`config.mk`:
```
export PLATFORM = sky130hd
export DESIGN_NAME = ddr_app_arbiter_flat
export DESIGN_NICKNAME = d
export VERILOG_FILES = /design/src/rtl/ddr_arb_pkg.sv /design/src/rtl/ddr_app_arbiter_if.sv /design/src/rtl/ddr_arb_tag_fifo.sv /design/src/rtl/ddr_app_arbiter.sv /design/src/flat_wrapper.sv
export SDC_FILE = /design/constraint.sdc
export NUM_CORES = 1
export LEC_CHECK = 0
export CORE_AREA = 5 5 547 549
export CTS_CLUSTER_SIZE = 12
export DETAILED_ROUTE_END_ITERATION = 12
export DIE_AREA = 0 0 552 554
export DONT_BUFFER_PORTS = 1
export SYNTH_ARGS = -nofsm -noshare
export SYNTH_HDL_FRONTEND = slang
export SYNTH_SLANG_ARGS = --single-unit
```
`constraint.sdc`:
```
create_clock -name ddr_ui_clk -period 4.9 [get_ports ddr_ui_clk]
set_input_delay 0.98 -clock ddr_ui_clk [delete_from_list [all_inputs] [get_ports ddr_ui_clk]]
set_output_delay 0.98 -clock ddr_ui_clk [all_outputs]
set_load 0.02 [all_outputs]
```
`src/rtl/ddr_arb_pkg.sv`:
```
// Shared types for the MIG app-interface arbiter: FSM encoding, app_cmd codes
// and the read-tag record that ties returned read data to its client.
package ddr_arb_pkg;

    typedef enum logic [1:0] {
        ST_IDLE  = 2'd0,
        ST_ARB   = 2'd1,
        ST_BURST = 2'd2
    } arb_state_t;

    localparam logic [2:0] CMD_WR = 3'b000;
    localparam logic [2:0] CMD_RD = 3'b001;

    localparam int TAG_LEN_W = 8;

    typedef struct packed {
        logic                 id;
        logic [TAG_LEN_W-1:0] len;
    } rd_tag_t;

endpackage

```
`src/rtl/ddr_app_arbiter_if.sv`:
```
// MIG user-interface command, write and read-return channel.
interface ddr_app_arbiter_if #(
    parameter int ADDR_WIDTH = 30,
    parameter int DATA_WIDTH = 256
);
    logic [ADDR_WIDTH-1:0] app_addr;
    logic [2:0]            app_cmd;
    logic                  app_en;
    logic [DATA_WIDTH-1:0] app_wdf_data;
    logic                  app_wdf_end;
    logic                  app_wdf_wren;
    logic                  app_rdy;
    logic                  app_wdf_rdy;
    logic [DATA_WIDTH-1:0] app_rd_data;
    logic                  app_rd_data_valid;

    modport master (
        output app_addr, app_cmd, app_en, app_wdf_data, app_wdf_end, app_wdf_wren,
        input  app_rdy, app_wdf_rdy, app_rd_data, app_rd_data_valid
    );

    modport slave (
        input  app_addr, app_cmd, app_en, app_wdf_data, app_wdf_end, app_wdf_wren,
        output app_rdy, app_wdf_rdy, app_rd_data, app_rd_data_valid
    );
endinterface

```
`src/rtl/ddr_arb_tag_fifo.sv`:
```
// In-order queue of outstanding read bursts; a push while full is accepted
// only when a pop frees the slot in the same cycle.
module ddr_arb_tag_fifo
    import ddr_arb_pkg::*;
#(
    parameter int TAG_DEPTH = 4
) (
    input  logic    ddr_ui_clk,
    input  logic    ddr_log_rst_n,
    input  logic    push,
    input  rd_tag_t push_tag,
    input  logic    pop,
    output logic    full,
    output logic    empty,
    output rd_tag_t head
);
    localparam int PTR_W = (TAG_DEPTH > 1) ? $clog2(TAG_DEPTH) : 1;

    rd_tag_t          mem_reg [TAG_DEPTH];
    logic [PTR_W-1:0] wr_ptr_reg;
    logic [PTR_W-1:0] rd_ptr_reg;
    logic [PTR_W:0]   count_reg;
    logic             push_ok;
    logic             pop_ok;

    assign full    = (count_reg == (PTR_W+1)'(TAG_DEPTH));
    assign empty   = (count_reg == '0);
    assign pop_ok  = pop & ~empty;
    assign push_ok = push & (~full | pop_ok);
    assign head    = mem_reg[rd_ptr_reg];

    always_ff @(posedge ddr_ui_clk or negedge ddr_log_rst_n) begin
        if (!ddr_log_rst_n) begin
            wr_ptr_reg <= '0;
            rd_ptr_reg <= '0;
            count_reg  <= '0;
        end else begin
            if (push_ok) wr_ptr_reg <= wr_ptr_reg + 1'b1;
            if (pop_ok)  rd_ptr_reg <= rd_ptr_reg + 1'b1;
            count_reg <= count_reg + (PTR_W+1)'(push_ok) - (PTR_W+1)'(pop_ok);
        end
    end

    always_ff @(posedge ddr_ui_clk) begin
        if (push_ok) mem_reg[wr_ptr_reg] <= push_tag;
    end
endmodule

```
`src/rtl/ddr_app_arbiter.sv`:
```
// Two-client round-robin burst sequencer for the MIG app interface, with
// write-data pacing and in-order steering of read data back to its client.
module ddr_app_arbiter
    import ddr_arb_pkg::*;
#(
    parameter int ADDR_WIDTH = 30,
    parameter int DATA_WIDTH = 256,
    parameter int LEN_W      = TAG_LEN_W,
    parameter int TAG_DEPTH  = 4
) (
    input  logic                    ddr_ui_clk,
    input  logic                    ddr_log_rst_n,
    input  logic                    init_calib_complete,
    input  logic [1:0]              req_valid,
    input  logic [1:0]              req_wr,
    input  logic [2*ADDR_WIDTH-1:0] req_addr,
    input  logic [2*LEN_W-1:0]      req_len,
    output logic [1:0]              req_ack,
    output logic [1:0]              req_done,
    input  logic [2*DATA_WIDTH-1:0] wr_data,
    output logic [1:0]              wr_rden,
    output logic [DATA_WIDTH-1:0]   rd_data,
    output logic [1:0]              rd_valid,
    output logic                    rd_last,
    output logic                    busy,
    output logic                    err_orphan,
    ddr_app_arbiter_if.master       app
);
    arb_state_t            state_reg, state_next;
    logic                  calib_reg;
    logic                  last_grant_reg, last_grant_next;
    logic                  id_reg, id_next;
    logic                  wr_reg, wr_next;
    logic [ADDR_WIDTH-1:0] addr_reg, addr_next;
    logic [LEN_W-1:0]      len_reg, len_next;
    logic [LEN_W-1:0]      beat_reg, beat_next;
    logic                  grant;
    logic                  app_en_c;
    logic                  wdf_wren;
    logic [1:0]            elig;
    logic                  tag_push, tag_pop, tag_full, tag_empty, tag_room;
    rd_tag_t               tag_push_data, tag_head;

    logic [ADDR_WIDTH-1:0] req_addr_arr [2];
    logic [LEN_W-1:0]      req_len_arr  [2];
    logic [DATA_WIDTH-1:0] wr_data_arr  [2];

    logic [DATA_WIDTH-1:0] rd_data_reg;
    logic [1:0]            rd_valid_reg;
    logic                  rd_last_reg;
    logic [LEN_W-1:0]      rd_beat_reg;
    logic                  err_orphan_reg;
    logic                  rd_beat_last;

    // A pop in this cycle frees a slot before eligibility is judged.
    assign tag_room = ~tag_full | tag_pop;

    genvar gi;
    generate
        for (gi = 0; gi < 2; gi++) begin : g_client
            assign req_addr_arr[gi] = req_addr[gi*ADDR_WIDTH +: ADDR_WIDTH];
            assign req_len_arr[gi]  = req_len[gi*LEN_W +: LEN_W];
            assign wr_data_arr[gi]  = wr_data[gi*DATA_WIDTH +: DATA_WIDTH];
            assign elig[gi]         = req_valid[gi] & (req_wr[gi] | tag_room);
            assign wr_rden[gi]      = wdf_wren & (id_reg == 1'(gi));
        end
    endgenerate

    always_ff @(posedge ddr_ui_clk or negedge ddr_log_rst_n) begin
        if (!ddr_log_rst_n) begin
            state_reg      <= ST_IDLE;
            calib_reg      <= 1'b0;
            last_grant_reg <= 1'b1;
            id_reg         <= 1'b0;
            wr_reg         <= 1'b0;
            addr_reg       <= '0;
            len_reg        <= '0;
            beat_reg       <= '0;
        end else begin
            state_reg      <= state_next;
            calib_reg      <= init_calib_complete;
            last_grant_reg <= last_grant_next;
            id_reg         <= id_next;
            wr_reg         <= wr_next;
            addr_reg       <= addr_next;
            len_reg        <= len_next;
            beat_reg       <= beat_next;
        end
    end

    always_comb begin
        state_next      = state_reg;
        last_grant_next = last_grant_reg;
        id_next         = id_reg;
        wr_next         = wr_reg;
        addr_next       = addr_reg;
        len_next        = len_reg;
        beat_next       = beat_reg;
        grant           = 1'b0;
        req_ack         = '0;
        req_done        = '0;
        tag_push        = 1'b0;
        tag_push_data   = '0;
        app_en_c        = 1'b0;
        case (state_reg)
            ST_IDLE: begin
                if (calib_reg) state_next = ST_ARB;
            end
            ST_ARB: begin
                if (!calib_reg) begin
                    state_next = ST_IDLE;
                end else if (|elig) begin
                    grant          = (elig == 2'b11) ? ~last_grant_reg : elig[1];
                    req_ack[grant] = 1'b1;
                    id_next        = grant;
                    wr_next        = req_wr[grant];
                    addr_next      = req_addr_arr[grant];
                    len_next       = req_len_arr[grant];
                    beat_next      = '0;
                    if (req_len_arr[grant] == '0) begin
                        req_done[grant] = 1'b1;
                        last_grant_next = grant;
                    end else begin
                        state_next = ST_BURST;
                        if (!req_wr[grant]) begin
                            tag_push          = 1'b1;
                            tag_push_data.id  = grant;
                            tag_push_data.len = req_len_arr[grant];
                        end
                    end
                end
            end
            ST_BURST: begin
                app_en_c = wr_reg ? (app.app_wdf_rdy & app.app_rdy) : app.app_rdy;
                if (app_en_c) begin
                    addr_next = addr_reg + ADDR_WIDTH'(8);
                    beat_next = beat_reg + LEN_W'(1);
                    if (beat_reg == len_reg - LEN_W'(1)) begin
                        req_done[id_reg] = 1'b1;
                        last_grant_next  = id_reg;
                        state_next       = ST_ARB;
                    end
                end
            end
            default: state_next = ST_IDLE;
        endcase
    end

    assign wdf_wren         = app_en_c & wr_reg;
    assign app.app_en       = app_en_c;
    assign app.app_addr     = (state_reg == ST_BURST) ? addr_reg : '0;
    assign app.app_cmd      = (state_reg == ST_BURST && !wr_reg) ? CMD_RD : CMD_WR;
    assign app.app_wdf_wren = wdf_wren;
    assign app.app_wdf_end  = wdf_wren;
    assign app.app_wdf_data = (state_reg == ST_BURST && wr_reg) ? wr_data_arr[id_reg] : '0;
    assign busy             = (state_reg == ST_BURST) | ~tag_empty;

    ddr_arb_tag_fifo #(.TAG_DEPTH(TAG_DEPTH)) u_tag_fifo (
        .ddr_ui_clk    (ddr_ui_clk),
        .ddr_log_rst_n (ddr_log_rst_n),
        .push          (tag_push),
        .push_tag      (tag_push_data),
        .pop           (tag_pop),
        .full          (tag_full),
        .empty         (tag_empty),
        .head          (tag_head)
    );

    // The tag retires on its final beat, as that beat enters the output register.
    assign rd_beat_last = (rd_beat_reg == tag_head.len - LEN_W'(1));
    assign tag_pop      = app.app_rd_data_valid & ~tag_empty & rd_beat_last;

    always_ff @(posedge ddr_ui_clk or negedge ddr_log_rst_n) begin
        if (!ddr_log_rst_n) begin
            rd_valid_reg   <= '0;
            rd_last_reg    <= 1'b0;
            rd_beat_reg    <= '0;
            err_orphan_reg <= 1'b0;
        end else begin
            rd_valid_reg <= '0;
            rd_last_reg  <= 1'b0;
            if (app.app_rd_data_valid) begin
                if (tag_empty) begin
                    err_orphan_reg <= 1'b1;
                end else begin
                    rd_valid_reg <= tag_head.id ? 2'b10 : 2'b01;
                    rd_last_reg  <= rd_beat_last;
                    rd_beat_reg  <= rd_beat_last ? '0 : rd_beat_reg + LEN_W'(1);
                end
            end
        end
    end

    always_ff @(posedge ddr_ui_clk) begin
        if (app.app_rd_data_valid) rd_data_reg <= app.app_rd_data;
    end

    assign rd_data    = rd_data_reg;
    assign rd_valid   = rd_valid_reg;
    assign rd_last    = rd_last_reg;
    assign err_orphan = err_orphan_reg;
endmodule
```
`src/flat_wrapper.sv`:
```
// flat-port wrapper written by rule: the top's interface ports become plain ports
module ddr_app_arbiter_flat import ddr_arb_pkg::*;
#(
    parameter int ADDR_WIDTH = 30,
    parameter int DATA_WIDTH = 256,
    parameter int LEN_W      = TAG_LEN_W,
    parameter int TAG_DEPTH  = 4
)
  (ddr_ui_clk, ddr_log_rst_n, init_calib_complete, req_valid, req_wr, req_addr, req_len, req_ack, req_done, wr_data, wr_rden, rd_data, rd_valid, rd_last, busy, err_orphan, app_app_addr, app_app_cmd, app_app_en, app_app_wdf_data, app_app_wdf_end, app_app_wdf_wren, app_app_rdy, app_app_wdf_rdy, app_app_rd_data, app_app_rd_data_valid);
  ddr_app_arbiter_if #(.ADDR_WIDTH(ADDR_WIDTH), .DATA_WIDTH(DATA_WIDTH)) app_i ();
  input  logic ddr_ui_clk;
  input  logic ddr_log_rst_n;
  input  logic init_calib_complete;
  input  logic [1:0] req_valid;
  input  logic [1:0] req_wr;
  input  logic [2*ADDR_WIDTH-1:0] req_addr;
  input  logic [2*LEN_W-1:0] req_len;
  output logic [1:0] req_ack;
  output logic [1:0] req_done;
  input  logic [2*DATA_WIDTH-1:0] wr_data;
  output logic [1:0] wr_rden;
  output logic [DATA_WIDTH-1:0] rd_data;
  output logic [1:0] rd_valid;
  output logic rd_last;
  output logic busy;
  output logic err_orphan;
  output wire logic [$bits(app_i.app_addr)-1:0] app_app_addr;
  output wire logic [$bits(app_i.app_cmd)-1:0] app_app_cmd;
  output wire logic [$bits(app_i.app_en)-1:0] app_app_en;
  output wire logic [$bits(app_i.app_wdf_data)-1:0] app_app_wdf_data;
  output wire logic [$bits(app_i.app_wdf_end)-1:0] app_app_wdf_end;
  output wire logic [$bits(app_i.app_wdf_wren)-1:0] app_app_wdf_wren;
  input wire logic [$bits(app_i.app_rdy)-1:0] app_app_rdy;
  input wire logic [$bits(app_i.app_wdf_rdy)-1:0] app_app_wdf_rdy;
  input wire logic [$bits(app_i.app_rd_data)-1:0] app_app_rd_data;
  input wire logic [$bits(app_i.app_rd_data_valid)-1:0] app_app_rd_data_valid;
  assign app_app_addr = app_i.app_addr;
  assign app_app_cmd = app_i.app_cmd;
  assign app_app_en = app_i.app_en;
  assign app_app_wdf_data = app_i.app_wdf_data;
  assign app_app_wdf_end = app_i.app_wdf_end;
  assign app_app_wdf_wren = app_i.app_wdf_wren;
  assign app_i.app_rdy = app_app_rdy;
  assign app_i.app_wdf_rdy = app_app_wdf_rdy;
  assign app_i.app_rd_data = app_app_rd_data;
  assign app_i.app_rd_data_valid = app_app_rd_data_valid;
  ddr_app_arbiter #(.ADDR_WIDTH(ADDR_WIDTH), .DATA_WIDTH(DATA_WIDTH), .LEN_W(LEN_W), .TAG_DEPTH(TAG_DEPTH)) u_core (.ddr_ui_clk(ddr_ui_clk), .ddr_log_rst_n(ddr_log_rst_n), .init_calib_complete(init_calib_complete), .req_valid(req_valid), .req_wr(req_wr), .req_addr(req_addr), .req_len(req_len), .req_ack(req_ack), .req_done(req_done), .wr_data(wr_data), .wr_rden(wr_rden), .rd_data(rd_data), .rd_valid(rd_valid), .rd_last(rd_last), .busy(busy), .err_orphan(err_orphan), .app(app_i));
endmodule
```
=== Yosys cells after proc, flatten, opt, wreduce, memory -nomap -nowiden ===
Memory sizes are Yosys's and may differ from the RTL's.
Cells that the tools add are included.

* Memory bits (read-only): 0
* Memories: 1
* Logic and storage cells: 152
* RAM bits: 36
* Bits in latches: 0
* Bits in registers: 327

{| class="wikitable"
|+ Memories
! name !! depth !! bits a word !! read ports !! clocked after Yosys merged registers in !! write ports !! line !! source
|-
| u_core.u_tag_fifo.mem_reg || 4 || 9 || 1 || 0 || 1 || ddr_arb_tag_fifo.sv:19 || <nowiki>rd_tag_t mem_reg [TAG_DEPTH];</nowiki>
|}

* Shift operators: 0
* Reduce and logical (&&, ||, !) cells: 16
* Muxes and demuxes: 69
* Add/subtract/negate cells: 9
* Equal/unequal tests: 14
* Divide/modulo/power cells: 0
* Multipliers: 0
* Bitwise operators: 21
* Magnitude comparators: 6

{| class="wikitable"
|+ Operators by type and width
! operator !! number
|-
| $mux W256 || 4
|-
| $mux W30 || 7
|-
| $pmux W30 S2 || 1
|-
| $mux W8 || 7
|-
| $mux W9 || 5
|-
| $mux W2 || 17
|-
| $add A30 B4 Y30 const B || 1
|-
| $mux W1 || 22
|-
| $add A8 B1 Y8 const B || 2
|-
| $eq A8 B8 Y1 || 2
|-
| $pmux W8 S2 || 1
|-
| $sub A8 B1 Y8 const B || 2
|-
| $ne A2 B1 Y1 const B || 6
|-
| $and A1 B1 Y1 || 10
|-
| $logic_not A8 Y1 || 1
|-
| $ne A3 B3 Y1 const B || 2
|-
| $pmux W2 S3 || 1
|-
| $reduce_and A6 Y1 || 1
|-
| $or A1 B1 Y1 || 5
|-
| $reduce_and A5 Y1 || 1
|-
| $add A2 B1 Y2 const B || 2
|-
| $eq A2 B2 Y1 const B || 2
|-
| $ge A2 B2 Y1 const B || 2
|-
| $logic_and A1 B1 Y1 || 4
|-
| other kinds (19) || 27
|}

=== Longest topological paths before layout ===
Gate-level depths: netlist of run 1.

* Word-level depth: 21
* Mapped depth: 23

=== Hierarchy ===
A second synthesis of run 1 with hierarchy kept.

* Cells, all modules: 1485
* Area total of the unflattened synthesis: 17937.2 um2

{| class="wikitable"
|+ By module, submodules not included
! module !! seq. area each (um2) !! cells each !! times used !! area each (um2)
|-
| ddr_app_arbiter || 9290.2 || 1403 || 1 || 16213.0
|-
| ddr_arb_tag_fifo || 1256.2 || 82 || 1 || 1724.2
|}

=== Worst setup path before layout of run 1 ===
OpenSTA, ideal clock, no wires.

* Kind: register to output
* Start point: register u_core.u_tag_fifo.rd_ptr_reg[0]
* End point: output req_done[1]
* Buffers on the path: 3
* Path slack: 0.129 ns
* Stages on the path, launching flop included: 18
* Arrival: 3.791 ns
* Path through: dfrtp_1 -> buf_6 -> mux4_2 -> inv_1 -> ha_1 -> xnor2_1 -> xnor2_1 -> nor3_1 -> o221ai_1 -> o41ai_4 -> o21ai_2 -> nor2b_2 -> buf_6 -> buf_6 -> nand2_1 -> inv_1 -> nand2_1 -> a21boi_0

* Word-level cells in the longest chain between the ends: 18

{| class="wikitable"
|+ Ends and longest elaborated chain
! element !! line !! source
|-
| from (decl) || ddr_arb_tag_fifo.sv:21 || <nowiki>logic [PTR_W-1:0] rd_ptr_reg;</nowiki>
|-
| from (signal assigned) || ddr_arb_tag_fifo.sv:39 || <nowiki>if (pop_ok) rd_ptr_reg <= rd_ptr_reg + 1'b1;</nowiki>
|-
| $mem_v2 Z4 W9 * || n/a ||
|-
| $sub A8 B1 Y8 * || ddr_app_arbiter.sv:170 || <nowiki>assign rd_beat_last = (rd_beat_reg == tag_head.len - LEN_W'(1));</nowiki>
|-
| $eq A8 B8 Y1 * || ddr_app_arbiter.sv:170 ||
|-
| $and A1 B1 Y1 * || ddr_app_arbiter.sv:171 || <nowiki>assign tag_pop = app.app_rd_data_valid & ~tag_empty & rd_beat_last;</nowiki>
|-
| $or A1 B1 Y1 * || ddr_app_arbiter.sv:56 || <nowiki>assign tag_room = ~tag_full | tag_pop;</nowiki>
|-
| $or A1 B1 Y1 || ddr_app_arbiter.sv:64 || <nowiki>assign elig[gi] = req_valid[gi] & (req_wr[gi] | tag_room);</nowiki>
|-
| $and A1 B1 Y1 || ddr_app_arbiter.sv:64 ||
|-
| $eq A2 B2 Y1 || ddr_app_arbiter.sv:113 || <nowiki>grant = (elig == 2'b11) ? ~last_grant_reg : elig[1];</nowiki>
|-
| $mux W1 || ddr_app_arbiter.sv:113 ||
|-
| $not A1 Y2 (not written as such) || ddr_app_arbiter.sv:120 || <nowiki>if (req_len_arr[grant] == '0) begin</nowiki>
|-
| $mux W8 (not written as such) (3 in a row) || ddr_app_arbiter.sv:120 ||
|-
| $logic_not A8 Y1 || ddr_app_arbiter.sv:120 ||
|-
| $mux W2 || ddr_app_arbiter.sv:120 ||
|-
| $mux W2 * || ddr_app_arbiter.sv:112 || <nowiki>end else if (|elig) begin</nowiki>
|-
| $mux W2 * || ddr_app_arbiter.sv:110 || <nowiki>if (!calib_reg) begin</nowiki>
|-
| $pmux W2 S2 * || ddr_app_arbiter.sv:105 || <nowiki>case (state_reg)</nowiki>
|-
| to (decl) || flat_wrapper.sv:19 || <nowiki>output logic [1:0] req_done;</nowiki>
|}

Mark *: on every way between the ends. The rest lies on a longest branch, timed or not. The select of a mux whose other input is x is not followed.

=== Worst setup path in the final report of run 1 ===
Same ends and word-level chain as after synthesis.

==> metrics.csv, run 1 <==
stage;metric;value;unit
route;final WL;146000;microns
sta;Slew headroom;25.5;%
status;failing checks;negative setup slack;
worst_setup_path;crit path launch type;register;
worst_setup_path;Crit-path slowest cell;mux4_2;
route;First DRT Iteration DRCs;1116;
finish;final std cells w/o fill;5490;
worst_setup_path;worst path cell trace;buf_6 > buf_6 > mux4_2 > or3_4 > a211oi_2 > o22ai_4 > o41ai_4 > buf_4 > o211ai_1 > nor2b_4 > o21ai_4 > nand2_1 > a21boi_1 > buf_4;
floorplan;core area;0.293;sq mm
sta;setup violators final;1;
floorplan;die footprint;0.306;sq mm
route;vias per cell;2.50;
sta;minimum clock period;4910;ps
worst_setup_path;required time of the critical path;3920;ps
finish;fin nets;2376;
worst_hold_path;Worst Hold Class;in2async;
clock_network;TritonCTS Buffers;40;
sta;Tightest Pin Transition;1110;ps
worst_setup_path;CP Capture Type;output port;
worst_setup_path;crit-path max cell delay;500;ps
sta;Setup Skew;19.8;ps
floorplan;Die Wd;552;microns
clock_network;largest buffer count on any clock path;3;
place;placed inst area;0.0229;sq mm
logic_synthesis;post-synthesis sequential area ratio;58.8;%
floorplan;Starting Density;6.11;%
global_routing;largest net degree at the start of global routing;259;
floorplan;row cnt;199;
route;first-pass detailed-route iteration total;5;
worst_setup_path;R2R depth;20;
floorplan;die height;554;microns
global_routing;grt ovf;0;
clock_network;clock sinks;363;
place;Post-DP HPWL;133000;microns
worst_setup_path;CP Max Fanout;5;
route;post-route ant nets;0;
run;MaxCap Viol Count;0;
finish;max reg flops;256;
finish;Final Cell Area;0.0245;sq mm
finish;share of cells above drive strength 1;12.0;%
logic_synthesis;Synth Register Bits;363;
route;via count;13700;
logic_synthesis;asr flop ratio synth;19.6;%
route;DRC;0;
sta;RSZ-0062 raised after global routing;yes;
power_and_ir_drop;pwr/cell area;464;mW/mm^2
status;run status;finished, violations left;
clock_network;root buf cell;clkbuf_16;
sta;Fin. Hold Viols;0;
floorplan;# IOs;1413;
logic_synthesis;Post-synth EDFFs;292;
finish;Area growth syn-to-layout;36.8;%
sta;fin crit share;100;%
global_routing;vias in the first global route;12800;
global_routing;first-pass GRT wire length;174000;microns
finish;commonest non-fill, non-tap cell in the layout;nor2_1;
global_routing;total track usage;9.00;%
route;WL per Instance;26.6;microns
logic_synthesis;Synth Flop Type;edfxtp_1;
logic_synthesis;Netlist cell types;67;
place;port bufs;0;
clock_network;clock slew at reported path FFs;60;ps
sta;worst hold slack;80.1;ps
power_and_ir_drop;leakage;7.36;nW
logic_synthesis;Post-Syn Area;0.0179;sq mm
sta;Fmax;0.204;GHz
power_and_ir_drop;peak supply drop;0.000252;V
clock_network;Worst-Skew Late Latency;610;ps
clock_network;CTS tree;done;
global_routing;antenna violations before repair;201;
worst_setup_path;WP data arrival;3930;ps
sta;final-report max-slew violation count;0;
logic_synthesis;syn_area_per_cell;12.1;sq um
place;dpl cells;5359;
logic_synthesis;Synthesis Warnings;0;
sta;worst setup margin;-10.9;ps
place;GP Congestion;0.999;
clock_network;CTS HTree Levels;2;
finish;most frequent cells in the layout;nor2_1 (314), edfxtp_1 (292), mux2i_1 (275);
logic_synthesis;Mapped Cells;1479;
worst_setup_path;critical path type;reg2out;
## where the power goes
part           switching (mW)  total, mW  leakage (nW)  internal [mW]
clock                    1.27       2.91         0.598           1.64
sequential              0.765       4.59          3.67           3.83
combinational            2.36       3.88          3.09           1.52
total                    4.39       11.4          7.36           6.99
## final timing paths
check | startpoint | endpoint | slack, ps
worst max register to register | u_core.u_tag_fifo.rd_ptr_reg[0] | u_core.u_tag_fifo.count_reg[2] | 320
max in group asynchronous | ddr_log_rst_n | u_core.addr_reg[26] | 3740
worst min register to register | u_core.u_tag_fifo.count_reg[0] | u_core.u_tag_fifo.count_reg[0] | 530
worst max-delay path | u_core.u_tag_fifo.rd_ptr_reg[0] | req_done[1] | -10
min in group ddr_ui_clk | init_calib_complete | u_core.calib_reg | 430
worst min-delay path | ddr_log_rst_n | u_core.addr_reg[20] | 80
## critical path: cells and delay by family, from the launching register on
kind,cells,cell delay (ps)
AND/OR/NAND/NOR,3,690
buffers and inverters,4,560
flip-flops,1,420
AO/OA/AOI/OAI,6,1160
multiplexers,1,500
## Yosys cell counts, types with 5 or more instances
| master | count | area [sq um] |
|---|---|---|
| o22ai_1 | 23 | 144 |
| nor2_1 | 314 | 1180 |
| xnor2_1 | 23 | 201 |
| o211ai_1 | 5 | 37.5 |
| nand2_1 | 31 | 116 |
| buf_2 | 6 | 30.0 |
| mux2i_1 | 275 | 2750 |
| ha_1 | 15 | 188 |
| and2_1 | 34 | 213 |
| nand3_1 | 30 | 150 |
| a21oi_1 | 49 | 245 |
| nor3_1 | 18 | 90.1 |
| mux4_2 | 8 | 180 |
| buf_6 | 8 | 90.1 |
| inv_1 | 31 | 116 |
| o21ai_0 | 36 | 180 |
| xor2_1 | 5 | 43.8 |
| dfrtp_1 | 70 | 1750 |
| or4_1 | 5 | 37.5 |
| and4_1 | 6 | 52.6 |
| clkbuf_1 | 49 | 184 |
| buf_1 | 30 | 113 |
| and3_1 | 13 | 81.3 |
| mux2_1 | 22 | 248 |
| edfxtp_1 | 292 | 8770 |
| a31o_2 | 5 | 43.8 |
## final cells by class
type / count / area (sq um)
well taps: 3919 / 4900
diodes: 47 / 118
clock inverters: 11 / 125
repair buffers: 80 / 686
multi-input cells: 990 / 6930
fillers: 34000 / 269000
flip-flops and latches: 363 / 10600
inverters: 31 / 116
clock buffers: 49 / 1100
## logic make-up (layout without fill, tap and decap cells)
family / count (synthesis) / in the layout / synth area share, %
compound gates: 159 / 159 / 5.68
xor+xnor: 28 / 28 / 1.37
fa+ha+maj: 16 / 16 / 1.16
buf+inv: 127 / 171 / 3.10
flops: 363 / 363 / 58.8
mux: 311 / 311 / 18.2
other cells: 1 / 49 / 0.0209
simple gates: 474 / 474 / 11.6
## through the flow
stage               TNS, ps  power [mW]  setup slack [ps]  utilization (%)
floorplan                 0        7.21               129                -
global placement          0        8.28               133             7.81
detailed placement        0        8.36              69.2             7.81
CTS                    -177        11.5             -89.0             8.29
global route           -407        12.0              -234             8.35
finish                -10.9        11.4             -10.9             8.36
## per-layer routing
metal / wire length [microns] / global-route usage [%] / part of all wire, %
met3: 17000 / 4.30 / 12
met5: 545 / 0 / 0.37
met4: 9940 / 5.07 / 6.8
met2: 69700 / 15.3 / 48
met1: 49100 / 9.06 / 34
## timing repair
item                                    4_1_cts  5_1_grt
gates resized for setup                      19        8
pin swaps                                     7       12
endpoints found under the setup margin        4        4
cloned                                        0        0
endpoints found under the hold margin         9        0
buffers inserted                             15        6
hold buffers                                  3        0
Note: power is estimated with default switching activity, not from simulation.
==> run 2, diff against run 1 <==
--- a/config.mk
+++ b/config.mk
@@ -5,11 +5,12 @@
 export SDC_FILE = /design/constraint.sdc
 export NUM_CORES = 1
 export LEC_CHECK = 0
-export CORE_AREA = 5 5 547 549
+export CORE_AREA = 5 5 552 554
 export CTS_CLUSTER_SIZE = 12
 export DETAILED_ROUTE_END_ITERATION = 12
-export DIE_AREA = 0 0 552 554
+export DIE_AREA = 0 0 557 559
 export DONT_BUFFER_PORTS = 1
+export GPL_TIMING_DRIVEN = 0
 export SYNTH_ARGS = -nofsm -noshare
 export SYNTH_HDL_FRONTEND = slang
 export SYNTH_SLANG_ARGS = --single-unit
==> constraint.sdc (replaced) <==
create_clock -name ddr_ui_clk -period 5.2 [get_ports ddr_ui_clk]
set_input_delay 1.04 -clock ddr_ui_clk [delete_from_list [all_inputs] [get_ports ddr_ui_clk]]
set_output_delay 1.04 -clock ddr_ui_clk [all_outputs]
set_load 0.02 [all_outputs]
==> run 2 against run 1 <==
Effect of this change:
- the run ends with max-capacitance violations, max-slew violations left
- hold slack better by 56 ps
- register-to-register slack better by 30 ps
- core utilization is 0.16 points lower
- clock power is 5% lower
- total power is 0.99% lower
- count of clock-buffer cells in the layout is 1 higher
- flip-flop and latch count stayed put
- global-route usage is 2.0 points higher
- largest power group unchanged
- highest routed layer unchanged
==> metrics.csv, run 2 (synthesis results as in run 1) <==
stage;metric;value;unit;change
status;run status;finished, violations left;;unchanged
status;failing checks;max-capacitance violations, max-slew violations;;was negative setup slack
power_and_ir_drop;peak supply drop;0.000222;V;was 0.000252 V
finish;most frequent cells in the layout;nor2_1 (312), edfxtp_1 (292), mux2i_1 (275);;was nor2_1 (314), edfxtp_1 (292), mux2i_1 (275)
route;via count;14500;;was 13700
finish;max reg flops;256;;unchanged
route;DRC;0;;unchanged
worst_setup_path;required time of the critical path;4160;ps;was 3920 ps
worst_setup_path;crit-path max cell delay;550;ps;was 500 ps
sta;RSZ-0062 raised after global routing;yes;;unchanged
clock_network;clock sinks;363;;unchanged
clock_network;# hold bufs at CTS;0;;was 3
sta;Setup Skew;26.2;ps;was 19.8 ps
worst_setup_path;critical path type;reg2out;;unchanged
sta;setup TNS;0;ps;was -10.9 ps
floorplan;core area;0.299;sq mm;was 0.293 sq mm
sta;Fin. Hold Viols;0;;unchanged
sta;minimum clock period;5170;ps;
clock_network;Worst-Skew Late Latency;620;ps;was 610 ps
place;port bufs;0;;unchanged
power_and_ir_drop;leakage;7.25;nW;was 7.36 nW
floorplan;die height;559;microns;was 554 microns
global_routing;first-pass GRT wire length;209000;microns;was 174000 microns
clock_network;TritonCTS Buffers;41;;was 40
worst_setup_path;crit path launch type;register;;unchanged
global_routing;antenna violations before repair;242;;was 201
power_and_ir_drop;Power, Total;11.3;mW;was 11.4 mW
clock_network;CTS tree;done;;unchanged
sta;Tightest Pin Transition;1540;ps;was 1110 ps
sta;fin crit share;99.5;%;
floorplan;# IOs;1413;;unchanged
worst_setup_path;Crit-path slowest cell;mux4_2;;unchanged
route;vias per cell;2.60;;was 2.50
floorplan;Starting Density;5.99;%;was 6.11%
place;Post-DP HPWL;166000;microns;was 133000 microns
global_routing;met2 Use GR;20.0;%;was 15.3%
sta;Fmax;0.193;GHz;
sta;worst hold slack;136;ps;was 80.1 ps
run;MaxCap Viol Count;2;;was 0
finish;fillcell total;34600;;was 34000
sta;Slew headroom;-2.69;%;was 25.5%
finish;Area growth syn-to-layout;36.8;%;about the same
clock_network;clock slew at reported path FFs;60;ps;about the same
sta;setup violators final;0;;was 1
clock_network;largest buffer count on any clock path;3;;unchanged
worst_setup_path;WP data arrival;4130;ps;was 3930 ps
worst_hold_path;Worst Hold Class;in2async;;unchanged
power_and_ir_drop;pwr/cell area;460;mW/mm^2;was 464 mW/mm^2
sta;final-report max-slew violation count;12;;was 0
clock_network;CTS HTree Levels;2;;unchanged
route;post-route ant nets;0;;unchanged
route;WL per Instance;32.5;microns;was 26.6 microns
worst_setup_path;CP Max Fanout;5;;unchanged
place;GP Congestion;1.03;;was 0.999
place;dpl cells;5438;;was 5359
global_routing;grt ovf;0;;unchanged
finish;share of cells above drive strength 1;9.66;%;was 12.0%
global_routing;global-route met3 utilization;4.74;%;was 4.30%
global_routing;total track usage;11.0;%;was 9.00%
global_routing;largest net degree at the start of global routing;259;;unchanged
finish;commonest non-fill, non-tap cell in the layout;nor2_1;;unchanged
route;final WL;181000;microns;was 146000 microns
floorplan;die footprint;0.311;sq mm;was 0.306 sq mm
worst_setup_path;worst path cell trace;buf_12 > mux4_2 > inv_2 > ha_4 > xnor2_2 > xnor2_1 > nor3_2 > o221ai_2 > o41ai_4 > o21ai_2 > buf_4 > a21oi_4 > nor2b_4 > a32o_1 > and2_4;;was buf_6 > buf_6 > mux4_2 > or3_4 > a211oi_2 > o22ai_4 > o41ai_4 > buf_4 > o211ai_1 > nor2b_4 > o21ai_4 > nand2_1 > a21boi_1 > buf_4
clock_network;root buf cell;clkbuf_16;;unchanged
floorplan;Die Wd;557;microns;was 552 microns
finish;fin nets;2413;;was 2376
floorplan;row cnt;201;;was 199
worst_setup_path;CP Capture Type;output port;;unchanged
global_routing;vias in the first global route;13600;;was 12800
route;first-pass detailed-route iteration total;5;;unchanged
route;First DRT Iteration DRCs;1299;;was 1116
global_routing;Most Crowded Layer GR;met2;;unchanged
finish;final std cells w/o fill;5558;;was 5490
global_routing;met1 Usage GRT;10.3;%;was 9.06%
[run 2: area by class of cell]
type | count | area (sq um) | share of cell area [%]
flip-flops and latches | 363 | 10500 | 43.0
clock buffers | 50 | 1090 | 4.45
diodes | 37 | 92.6 | 0.378
well taps | 3958 | 4950 | 20.2
repair buffers | 23 | 185 | 0.755
plain buffers | 93 | 460 | 1.88
multi-input cells | 990 | 6940 | 28.3
inverters | 31 | 121 | 0.495
clock inverters | 13 | 125 | 0.510
[run 2: layer usage]
layer | vias up | share of wire (%)
met5 | - | 0.49
met4 | 132 | 6.6
met3 | 554 | 11
met2 | 1486 | 50
met1 | 6766 | 32
li1 | 5521 | -
[run 2: final timing paths]
path                                                      start  slack [ps]  cells past startpoint                        endpoint
min in group ddr_ui_clk                     init_calib_complete         460                      0                u_core.calib_reg
max in group asynchronous                         ddr_log_rst_n        4750                      0           u_core.last_grant_reg
worst max register to register  u_core.u_tag_fifo.rd_ptr_reg[0]         350                     24  u_core.u_tag_fifo.count_reg[2]
worst max-delay path            u_core.u_tag_fifo.rd_ptr_reg[0]          30                     15                     req_done[0]
worst min-delay path                              ddr_log_rst_n         140                      0             u_core.addr_reg[12]
worst min register to register               u_core.addr_reg[1]         540                      2              u_core.addr_reg[1]
[run 2: repair_timing]
action	in CTS	in global routing
endpoints found under the hold margin	0	0
buffers inserted	16	7
pin swaps	9	9
setup endpoints to repair	165	2
gates resized for setup	34	9
[run 2: critical path, delay by kind of cell, from the launching register on]
kind | cells | cell delay, ps
buffers and inverters | 3 | 390
and+or+nand+nor | 3 | 650
xor gates and xnor gates | 2 | 220
AOI/OAI and AO/OA | 5 | 1150
muxes | 1 | 550
adders and majority gates | 1 | 140
DFF | 1 | 400
[run 2: report_power, final]
group          switching (mW)  internal (mW)
sequential              0.678           3.61
clock                    1.26           1.50
combinational            2.81           1.43
total                    4.74           6.53
[run 2: metrics by stage]
step | util [%] | worst slack (ps) | area (sq um)
floorplan | - | 369 | 17900
detailed placement | 7.65 | -708 | 22900
finish | 8.20 | 25.0 | 24500
global placement | 7.65 | -607 | 22900
CTS | 8.14 | -86.3 | 24300
global route | 8.19 | -163 | 24500
==> run 3, diff against run 2 <==
--- a/config.mk
+++ b/config.mk
@@ -5,10 +5,10 @@
 export SDC_FILE = /design/constraint.sdc
 export NUM_CORES = 1
 export LEC_CHECK = 0
-export CORE_AREA = 5 5 552 554
+export CORE_AREA = 5 5 548 550
 export CTS_CLUSTER_SIZE = 12
 export DETAILED_ROUTE_END_ITERATION = 12
-export DIE_AREA = 0 0 557 559
+export DIE_AREA = 0 0 553 555
 export DONT_BUFFER_PORTS = 1
 export GPL_TIMING_DRIVEN = 0
 export SYNTH_ARGS = -nofsm -noshare
==> constraint.sdc (replaced) <==
create_clock -name ddr_ui_clk -period 6.6 [get_ports ddr_ui_clk]
set_input_delay 1.32 -clock ddr_ui_clk [delete_from_list [all_inputs] [get_ports ddr_ui_clk]]
set_output_delay 1.32 -clock ddr_ui_clk [all_outputs]
set_load 0.02 [all_outputs]
==> run 3 against run 2 <==
Effect of this change:
- the run now ends clean
- critical path depth shrank 1
- total power shrank 22%
- flip-flop and latch count is the same
- largest cell class unchanged
- critical path type unchanged
- sequential share of layout area grew 0.44 points
- via count shrank 1.7%
- sequential power shrank 20%
- core utilization is essentially flat
==> metrics.csv, run 3 (synthesis results as in run 1) <==
stage;metric;value;unit;change
sta;Fin. Hold Viols;0;;unchanged
worst_setup_path;required time of the critical path;5280;ps;was 4160 ps
clock_network;CTS tree;done;;unchanged
clock_network;clock slew at reported path FFs;60;ps;about the same
worst_setup_path;WP data arrival;4990;ps;was 4130 ps
worst_setup_path;CP Capture Type;output port;;unchanged
global_routing;antenna violations before repair;212;;was 242
sta;setup violators final;0;;unchanged
power_and_ir_drop;switching share of power;41.4;%;was 42.1%
finish;Area growth syn-to-layout;35.4;%;was 36.8%
sta;Fmax;0.159;GHz;
route;post-route ant nets;0;;unchanged
floorplan;Starting Density;6.07;%;was 5.99%
clock_network;Worst-Skew Late Latency;600;ps;was 620 ps
route;WL per Instance;30.1;microns;was 32.5 microns
floorplan;core area;0.295;sq mm;was 0.299 sq mm
global_routing;total track usage;10.2;%;was 11.0%
finish;commonest non-fill, non-tap cell in the layout;nor2_1;;unchanged
power_and_ir_drop;pwr/cell area;361;mW/mm^2;was 460 mW/mm^2
finish;max reg flops;256;;unchanged
finish;final std cells w/o fill;5517;;was 5558
sta;worst setup margin;292;ps;was 25.0 ps
sta;final-report max-slew violation count;0;;was 12
finish;fin nets;2396;;was 2413
clock_network;CTS HTree Levels;2;;unchanged
floorplan;die footprint;0.307;sq mm;was 0.311 sq mm
route;First DRT Iteration DRCs;1074;;was 1299
clock_network;TritonCTS Buffers;40;;was 41
route;vias per cell;2.58;;was 2.60
worst_setup_path;CP Max Fanout;10;;was 5
route;first-pass detailed-route iteration total;5;;unchanged
route;final WL;166000;microns;was 181000 microns
place;Post-DP HPWL;152000;microns;was 166000 microns
sta;RSZ-0062 raised after global routing;no;;was yes
power_and_ir_drop;Net Sw Power;3.63;mW;was 4.74 mW
route;DRC;0;;unchanged
clock_network;root buf cell;clkbuf_16;;unchanged
run;MaxCap Viol Count;0;;was 2
clock_network;clock sinks;363;;unchanged
power_and_ir_drop;Comb pwr share;36.1;%;was 37.5%
global_routing;vias in the first global route;13200;;was 13600
clock_network;largest buffer count on any clock path;3;;unchanged
worst_setup_path;R2R setup slack;1440;ps;was 350 ps
place;GP Congestion;1.01;;was 1.03
worst_setup_path;crit path launch type;register;;unchanged
power_and_ir_drop;clock share of power;24.9;%;was 24.4%
sta;Tightest Pin Transition;1410;ps;was 1540 ps
power_and_ir_drop;internal power;5.13;mW;was 6.53 mW
global_routing;grt ovf;0;;unchanged
power_and_ir_drop;Reg power frac;39.0;%;was 38.0%
status;run status;finished, final reports clean;;was finished, violations left
worst_hold_path;Worst Hold Class;in2async;;unchanged
place;port bufs;0;;unchanged
finish;share of cells above drive strength 1;7.57;%;was 9.66%
power_and_ir_drop;peak supply drop;0.000148;V;was 0.000222 V
worst_setup_path;critical path type;reg2out;;unchanged
floorplan;die height;555;microns;was 559 microns
floorplan;# IOs;1413;;unchanged
sta;Slew headroom;6.27;%;was -2.69%
sta;Setup Skew;17.4;ps;was 26.2 ps
clock_network;# hold bufs at CTS;0;;unchanged
place;post-place setup slack;22.7;ps;was -708 ps
finish;most frequent cells in the layout;nor2_1 (314), edfxtp_1 (292), mux2i_1 (275);;was nor2_1 (312), edfxtp_1 (292), mux2i_1 (275)
floorplan;Die Wd;553;microns;was 557 microns
route;via count;14200;;was 14500
sta;fin crit share;95.6;%;
place;dpl cells;5420;;was 5438
power_and_ir_drop;leakage;7.14;nW;was 7.25 nW
floorplan;row cnt;200;;was 201
global_routing;largest net degree at the start of global routing;259;;unchanged
sta;worst hold slack;415;ps;was 136 ps
global_routing;first-pass GRT wire length;193000;microns;was 209000 microns
sta;minimum clock period;6310;ps;
run 3: changes by cell type in the layout (fill, tap and decap cells not counted), sizes merged:
cell | before | now
buf | 68 | 52
clkinvlp | 2 | 0
clkbuf | 97 | 96
clkinv | 6 | 8
diode | 37 | 32
bufinv | 0 | 3
clkdlybuf4s15 | 1 | 0
inv | 36 | 34
run 3: final cells by class:
cell class,count,area (sq um)
Sequential cell,363,10500
Timing Repair Buffer,5,45.0
Inverter,31,116
Fill cell,34200,271000
Clock inverter,14,193
Clock buffer,48,1040
Buffer,95,460
Multi-Input combinational cell,990,6850
Tap cell,3939,4930
Antenna cell,32,80.1
run 3: path summary, 6_finish.rpt:
path                                                 start                               to  cells past startpoint
max reg2reg                u_core.u_tag_fifo.rd_ptr_reg[0]   u_core.u_tag_fifo.count_reg[2]                     21
min in group ddr_ui_clk     u_core.u_tag_fifo.count_reg[0]   u_core.u_tag_fifo.count_reg[0]                      1
max                        u_core.u_tag_fifo.rd_ptr_reg[0]                      req_done[1]                     14
min reg2reg                 u_core.u_tag_fifo.count_reg[0]   u_core.u_tag_fifo.count_reg[0]                      1
min                                          ddr_log_rst_n  u_core.u_tag_fifo.rd_ptr_reg[1]                      0
max in group asynchronous                    ddr_log_rst_n              u_core.addr_reg[10]                      0
run 3: critical path: stages, from the launching register on:
cell	delay [ps]
dfrtp_2	410
buf_4	140
mux4_1	630
or4_1	520
nor3_1	200
o22ai_2	140
o41ai_4	550
o21ai_2	150
nor2b_2	180
buf_12	180
buf_12	190
nand2_1	120
inv_2	170
nand2_1	130
a21boi_4	540
run 3: power groups by stage:
stage | sequential, mW | clock (mW) | combinational [mW]
floorplan | 3.23 | 0 | 2.12
global placement | 3.44 | 0 | 3.12
detailed placement | 3.46 | 0 | 3.15
CTS | 3.42 | 2.29 | 3.16
global route | 3.45 | 2.34 | 3.36
finish | 3.42 | 2.18 | 3.16
run 3: layer usage:
metal / global-route usage, % / up-vias / share of wire [%]
met1: 9.85 / 6637 / 33
met3: 4.27 / 504 / 10
met4: 6.05 / 92 / 7.4
met5: 0 / - / 0.38
li1: - / 5473 / -
met2: 18.1 / 1505 / 49
run 3: what timing repair did:
item,CTS,global route
endpoints found under the setup margin,2,2
gates resized for setup,7,5
setup buffers,0,4
pin swaps,2,2
hold endpoints to repair,0,0
run 3: through the flow:
| stage | TNS, ps | power, mW | cell area, sq um | utilization (%) |
|---|---|---|---|---|
| 3_5_place_dp | 0 | 6.61 | 22900 | 7.75 |
| 5_1_grt | 0 | 9.14 | 24300 | 8.21 |
| 2_1_floorplan | 0 | 5.36 | 17900 | - |
| 6_report | 0 | 8.76 | 24300 | 8.22 |
| 4_1_cts | 0 | 8.88 | 24100 | 8.17 |
| 3_3_place_gp | -2270 | 6.57 | 22900 | 7.74 |
